[config.mk]
export PLATFORM = sky130hd
export DESIGN_NAME = divider_unit
export DESIGN_NICKNAME = d
export VERILOG_FILES = /design/src/rtl/divider_unit.sv
export SDC_FILE = /design/constraint.sdc
export NUM_CORES = 1
export LEC_CHECK = 0
export ABC_AREA = 1
export BUFFER_PORTS_ARGS = -buffer_cell sky130_fd_sc_hd__buf_2
export CAP_MARGIN = 20
export CELL_PAD_IN_SITES_DETAIL_PLACEMENT = 0
export CELL_PAD_IN_SITES_GLOBAL_PLACEMENT = 2
export CORE_UTILIZATION = 31
export CTS_CLUSTER_DIAMETER = 30
export DETAILED_ROUTE_END_ITERATION = 12
export PLACE_DENSITY_LB_ADDON = 0.1
export SYNTH_ARGS = -nofsm -noshare
export SYNTH_HDL_FRONTEND = slang
export SYNTH_SLANG_ARGS = --single-unit
[constraint.sdc]
create_clock -name clk -period 2.5 [get_ports clk]
set_input_delay 0.625 -clock clk [delete_from_list [all_inputs] [get_ports clk]]
set_output_delay 0.625 -clock clk [all_outputs]
set_load 0.01 [all_outputs]
[src/rtl/divider_unit.sv]
// divider_unit: sequential 32-bit unsigned restoring divider.
//
// Each release of the active-low reset starts one division. The first
// rising edge after release loads the operands (LOAD), the next 32 edges
// each develop one quotient bit (RUN), and the unit then parks in DONE
// with all registers frozen until the next reset.
//
// Ports:
//   clk       in   1  rising-edge clock
//   quotient  out 32  final quotient, 0 until finished
//   remainder out 64  working register; in DONE [63:32]=remainder,
//                     [31:0]=quotient
//   finished  out  1  result valid, held until the next reset
//   dvdend    in  32  unsigned dividend, sampled on the LOAD edge only
//   dvsor     in  32  unsigned divisor, sampled on the LOAD edge only
//   reset     in   1  asynchronous, active-low clear; release starts a division
//
// Handshake: there is no ready/valid pair. The controller holds operands
// across the LOAD edge and treats finished as the only valid qualifier;
// quotient, remainder and finished become valid on the same edge
// (the 33rd edge after reset release) and stay put until reset drops.
//
// The FSM state is kept in the named register `state` (type state_t) so a
// checker can bind to it directly.

module divider_unit (
  input  logic        clk,
  output logic [31:0] quotient,
  output logic [63:0] remainder,
  output logic        finished,
  input  logic [31:0] dvdend,
  input  logic [31:0] dvsor,
  input  logic        reset
);

  typedef enum logic [1:0] {
    LOAD = 2'd0,
    RUN  = 2'd1,
    DONE = 2'd2
  } state_t;

  state_t      state, state_n;
  logic [4:0]  count, count_n;
  logic [63:0] rem_q, rem_n;
  logic [31:0] quo_q, quo_n;
  logic        fin_q, fin_n;
  logic [31:0] div_q, div_n;

  // Upper part of the remainder register after a one-bit left shift.
  // It is 33 bits wide so the bit shifted out of [63] takes part in the
  // compare; without it, divisors >= 2^31 produce wrong quotient bits.
  logic [32:0] upper;
  logic [31:0] diff;

  assign upper = rem_q[63:31];
  // Only the low 32 bits of the difference are kept: whenever the
  // subtraction is taken, the true difference is below 2^32.
  assign diff  = upper[31:0] - div_q;

  always_comb begin
    state_n = state;
    count_n = count;
    rem_n   = rem_q;
    quo_n   = quo_q;
    fin_n   = fin_q;
    div_n   = div_q;
    case (state)
      LOAD: begin
        rem_n   = {32'b0, dvdend};
        div_n   = dvsor;
        count_n = 5'd0;
        state_n = RUN;
      end
      RUN: begin
        if (upper >= {1'b0, div_q}) begin
          rem_n = {diff, rem_q[30:0], 1'b1};
        end else begin
          rem_n = {rem_q[62:0], 1'b0};
        end
        count_n = count + 5'd1;
        if (count == 5'd31) begin
          quo_n   = rem_n[31:0];
          fin_n   = 1'b1;
          state_n = DONE;
        end
      end
      DONE: begin
        // Everything holds until the next reset.
      end
      default: begin
        state_n = LOAD;
      end
    endcase
  end

  always_ff @(posedge clk or negedge reset) begin
    if (!reset) begin
      state <= LOAD;
      count <= 5'd0;
      rem_q <= 64'd0;
      quo_q <= 32'd0;
      fin_q <= 1'b0;
      div_q <= 32'd0;
    end else begin
      state <= state_n;
      count <= count_n;
      rem_q <= rem_n;
      quo_q <= quo_n;
      fin_q <= fin_n;
      div_q <= div_n;
    end
  end

  assign quotient  = quo_q;
  assign remainder = rem_q;
  assign finished  = fin_q;

endmodule

==> results.txt <==
The flow ran to the end, but the final reports show violations. After technology mapping, the gate count stands at 1188. The multiplexer share of the synthesized area was 0; the detailed-router iteration count before antenna repair was 9. The critical path is of the flop to flop type. The share of final-layout standard cells stronger than drive strength 1 was 0.185; the clock input transition at the sequential cells of the worst setup and hold paths was 80 ps.

The number of global-route vias before repair was 7933. After the first detailed-routing iteration, the DRC count stood at 452. The kind of start point of the critical path was a flop.

During placement, the flow inserted port buffers numbering 162. The growth of design area from synthesis to finish came out at 22.7%. The tools report the starting utilization of the core area as 0.318. Clock latency on the worst-skew pair, taken at its later pin, is 430 ps. The remaining routing DRC violations came out at 12.

For this design, the slowest cell found on the critical path is sky130_fd_sc_hd__dfrtp_1. The number of cells on the worst reg-to-reg path is 14. The run gives 0.410 as the sequential-to-total area share from yosys stat. The total number of nets in the final design was 1448. The top flip-flop cell by instance count after synthesis was sky130_fd_sc_hd__dfrtp_1. The final period utilization was 0.922; the area of the mapped netlist was 8300 um^2. Yosys mapped a number of flops with a built-in enable equal to 0. Setup violations remaining at the end of the flow were counted as 0. For the worst setup path, the data arrival time is 2670 ps. The number of endpoints with negative hold slack in the final report was 0; the number of core rows was 59. During synthesis, Yosys emitted a total of 0 warnings.

For the antenna diode count, the log shows 0. Path category of the worst min-delay check: primary input to async pin. The logs give 0 for the number of maximum-capacitance constraint violations and 62.6 ps for the worst hold slack.

Dividing total power by cell area gives a power density of 1090 nW/um^2. The fraction of registers with async set or reset after synthesis came out at 1.00. Remaining antenna violation count: 0.

The floorplan step set the die height to 166 um. The clock arrives with 16.4 ps of skew. In this run, CTS created clock tree buffers numbering 17. In this run the worst path has a maximum fanout of 24. Slew at the pin with the worst max-slew slack: 520 ps. Worst relative slew slack: 0.653. Yosys attributes the largest share of cell area to sky130_fd_sc_hd__dfrtp_1 (41%), sky130_fd_sc_hd__nand2_1 (21%), sky130_fd_sc_hd__inv_1 (8.1%). Sorting the synthesized cells by how often they occur yields sky130_fd_sc_hd__nand2_1 (470), sky130_fd_sc_hd__inv_1 (179), sky130_fd_sc_hd__dfrtp_1 (136). The synthesized-area fraction occupied by ao, oa, aoi and oai cells was 0.0731; the total negative setup slack was 0 ps. The critical path goes through ha_2 > nand2_1 > nor2_2 > nand2_2 > nor2_2 > nand2_1 > nor2_2 > nor2_2 > nand2_2 > buf_12 > nand2_1 > nand2_1 > nand2_1 > nand2_1. Data on the critical path is required at its endpoint by 2860 ps. The wire length of the first global-routing pass is 43100 um. The via-per-instance ratio is 4.56. The largest total area in the synthesized netlist belongs to sky130_fd_sc_hd__dfrtp_1. The final reports fail on DRC. Summed over all nets, the half-perimeter wirelength after detailed placement is 19500 um. In this run the static leakage power is 5.57 nW.

On the worst path, the slowest cell contributes a delay of 410 ps. The initial antenna violation count was 1. The tools report the final core utilization as 0.390. The xor and xnor fraction of the mapped netlist area was 0.0148; the maximum number of pins on one net before global-route repair was 66. The number of primary I/O pins was 163. Counting every net in the synthesized netlist gives 1289. The cell count along the critical path came out at 14. STA classifies the critical path endpoint as a flop. The total routing usage reported by global routing was 0.199. IR analysis of the VDD net gives a maximum drop of 0.000389 V. Wires add up to 26100 um. The cell that appears most often on the critical path is sky130_fd_sc_hd__nand2_1. The count of state elements after synthesis was 136. Setup repair after global routing left no endpoint under its margin. Based on the critical path, the design can be clocked at up to 0.434 GHz. The family with the most delay on the worst path is simple AND/OR/NAND/NOR gates.

CTS H-tree depth: 4. Adder-cell share of the synthesized area: 0.0537. The horizontal extent of the die was 166 um.

The die covers 27400 um^2. The total buffers and inverters traversed by the critical path was 1; the number of buffers on the longest clock path was 2. The worst path in the final design needs a cycle of 2310 ps, including I/O delays and setup. TritonCTS built the clock tree. The synthesized area per cell was 6.98 um^2; the synthesized-area fraction occupied by and/or/nand/nor cells was 0.341. The area share of the leading cell type in the synthesized netlist was 0.410. Across all layers, the routed design uses 7728 vias.

The core box area is 26100 um^2. After global routing the overflow that remains totals 0. In the final routed layout, each cell accounts on average for 15.4 um.

Clock tree synthesis found a total of 136 sinks. The number of buffers added for setup after CTS was 0; the final RePlAce weighted congestion was 0.861. The logs give 35 for the count of different cell masters after synthesis and 0 for the hold buffer count at cts. The cell with the most instances after synthesis was sky130_fd_sc_hd__nand2_1. Dominant combinational cell family by area after synthesis: simple AND/OR/NAND/NOR gates.

The run gives 0 as the number of max-slew violations in the final report. CTS placed an instance of sky130_fd_sc_hd__clkbuf_16 at the clock tree root.
[registers in the layout, summed over array words and instances, names as in the netlist]
register and flops:
state 2, count 5, remainder 64, div_q 32, quotient 32, finished 1
[area by class of cell]
class                   count  area, um^2
fillers                  2876       16000
well taps                 335         419
repair buffers            180        1010
clock buffers              18         429
flip-flops and latches    136        3400
multi-input cells         832        4060
clock inverters            14         181
inverters                 180         676
[kinds of logic (layout without fill, tap and decap cells)]
| family | after synthesis | after routing |
|---|---|---|
| buffers and inverters | 220 | 392 |
| xor gates and xnor gates | 14 | 14 |
| AOI/OAI and AO/OA | 114 | 114 |
| and+or+nand+nor | 669 | 669 |
| adders and majority gates | 35 | 35 |
| DFF | 136 | 136 |
[worst register-to-register path: stages, from the launching register on]
cell	delay, ps
sky130_fd_sc_hd__dfrtp_1	410
sky130_fd_sc_hd__ha_2	390
sky130_fd_sc_hd__nand2_1	130
sky130_fd_sc_hd__nor2_2	230
sky130_fd_sc_hd__nand2_2	100
sky130_fd_sc_hd__nor2_2	130
sky130_fd_sc_hd__nand2_1	70
sky130_fd_sc_hd__nor2_2	90
sky130_fd_sc_hd__nor2_2	60
sky130_fd_sc_hd__nand2_2	90
sky130_fd_sc_hd__buf_12	190
sky130_fd_sc_hd__nand2_1	150
sky130_fd_sc_hd__nand2_1	90
sky130_fd_sc_hd__nand2_1	50
sky130_fd_sc_hd__nand2_1	50
[routing by layer]
layer | up-vias | wire [um] | track usage
met5 | - | 15 | 0
met4 | 2 | 227 | 0.0414
met3 | 14 | 1270 | 0.0476
met2 | 149 | 12300 | 0.335
met1 | 3555 | 12200 | 0.257
li1 | 4008 | - | -
[what timing repair did]
action                     CTS  global route
hold endpoints to repair     0             0
setup endpoints to repair    0            15
resized for setup            0            10
[final timing paths]
check	from	to	slack (ps)
max	remainder[48]	remainder[63]	190
min	reset	remainder[40]	60
max reg2reg	remainder[48]	remainder[63]	190
min reg2reg	finished	finished	480
max in group asynchronous	reset	quotient[14]	1740
min in group clk	dvsor[16]	div_q[16]	400
[power breakdown]
part           switching [mW]  internal, mW
clock network            1.19          1.52
registers               0.378          2.66
logic                    3.37          1.96
[stage by stage]
step | power (mW) | instance area [um^2] | worst slack [ps] | instances
after detailed placement | 8.43 | 9540 | 76.9 | 1663
after CTS | 11.2 | 10100 | 44.4 | 1695
final | 11.1 | 10200 | 194 | 1695
after floorplan | 6.66 | 8300 | 446 | 1188
after global placement | 8.44 | 9540 | 79.0 | 1663
after global routing | 12.1 | 10200 | 2.75 | 1695
[layout by cell type, fill, tap and decap left out, types with 3 or more instances in the layout]
cell type / instances
sky130_fd_sc_hd__a22oi_1: 3
sky130_fd_sc_hd__clkinv_4: 3
sky130_fd_sc_hd__nand2_1: 467
sky130_fd_sc_hd__a21oi_1: 23
sky130_fd_sc_hd__xnor2_1: 13
sky130_fd_sc_hd__nor2_1: 36
sky130_fd_sc_hd__clkbuf_16: 17
sky130_fd_sc_hd__nand4_1: 7
sky130_fd_sc_hd__nand3b_1: 16
sky130_fd_sc_hd__ha_1: 33
sky130_fd_sc_hd__o21ai_0: 74
sky130_fd_sc_hd__nand3_2: 6
sky130_fd_sc_hd__and2_1: 5
sky130_fd_sc_hd__buf_12: 5
sky130_fd_sc_hd__buf_2: 161
sky130_fd_sc_hd__buf_4: 13
sky130_fd_sc_hd__nand2_2: 12
sky130_fd_sc_hd__o21bai_1: 3
sky130_fd_sc_hd__nand3_1: 98
sky130_fd_sc_hd__nor2_2: 9
sky130_fd_sc_hd__dfrtp_1: 135
sky130_fd_sc_hd__nor2_4: 3
sky130_fd_sc_hd__inv_1: 179
sky130_fd_sc_hd__inv_6: 3
sky130_fd_sc_hd__nor3_1: 5
sky130_fd_sc_hd__o21ai_1: 3
sky130_fd_sc_hd__inv_8: 4
(Power assumes the default switching activity.)
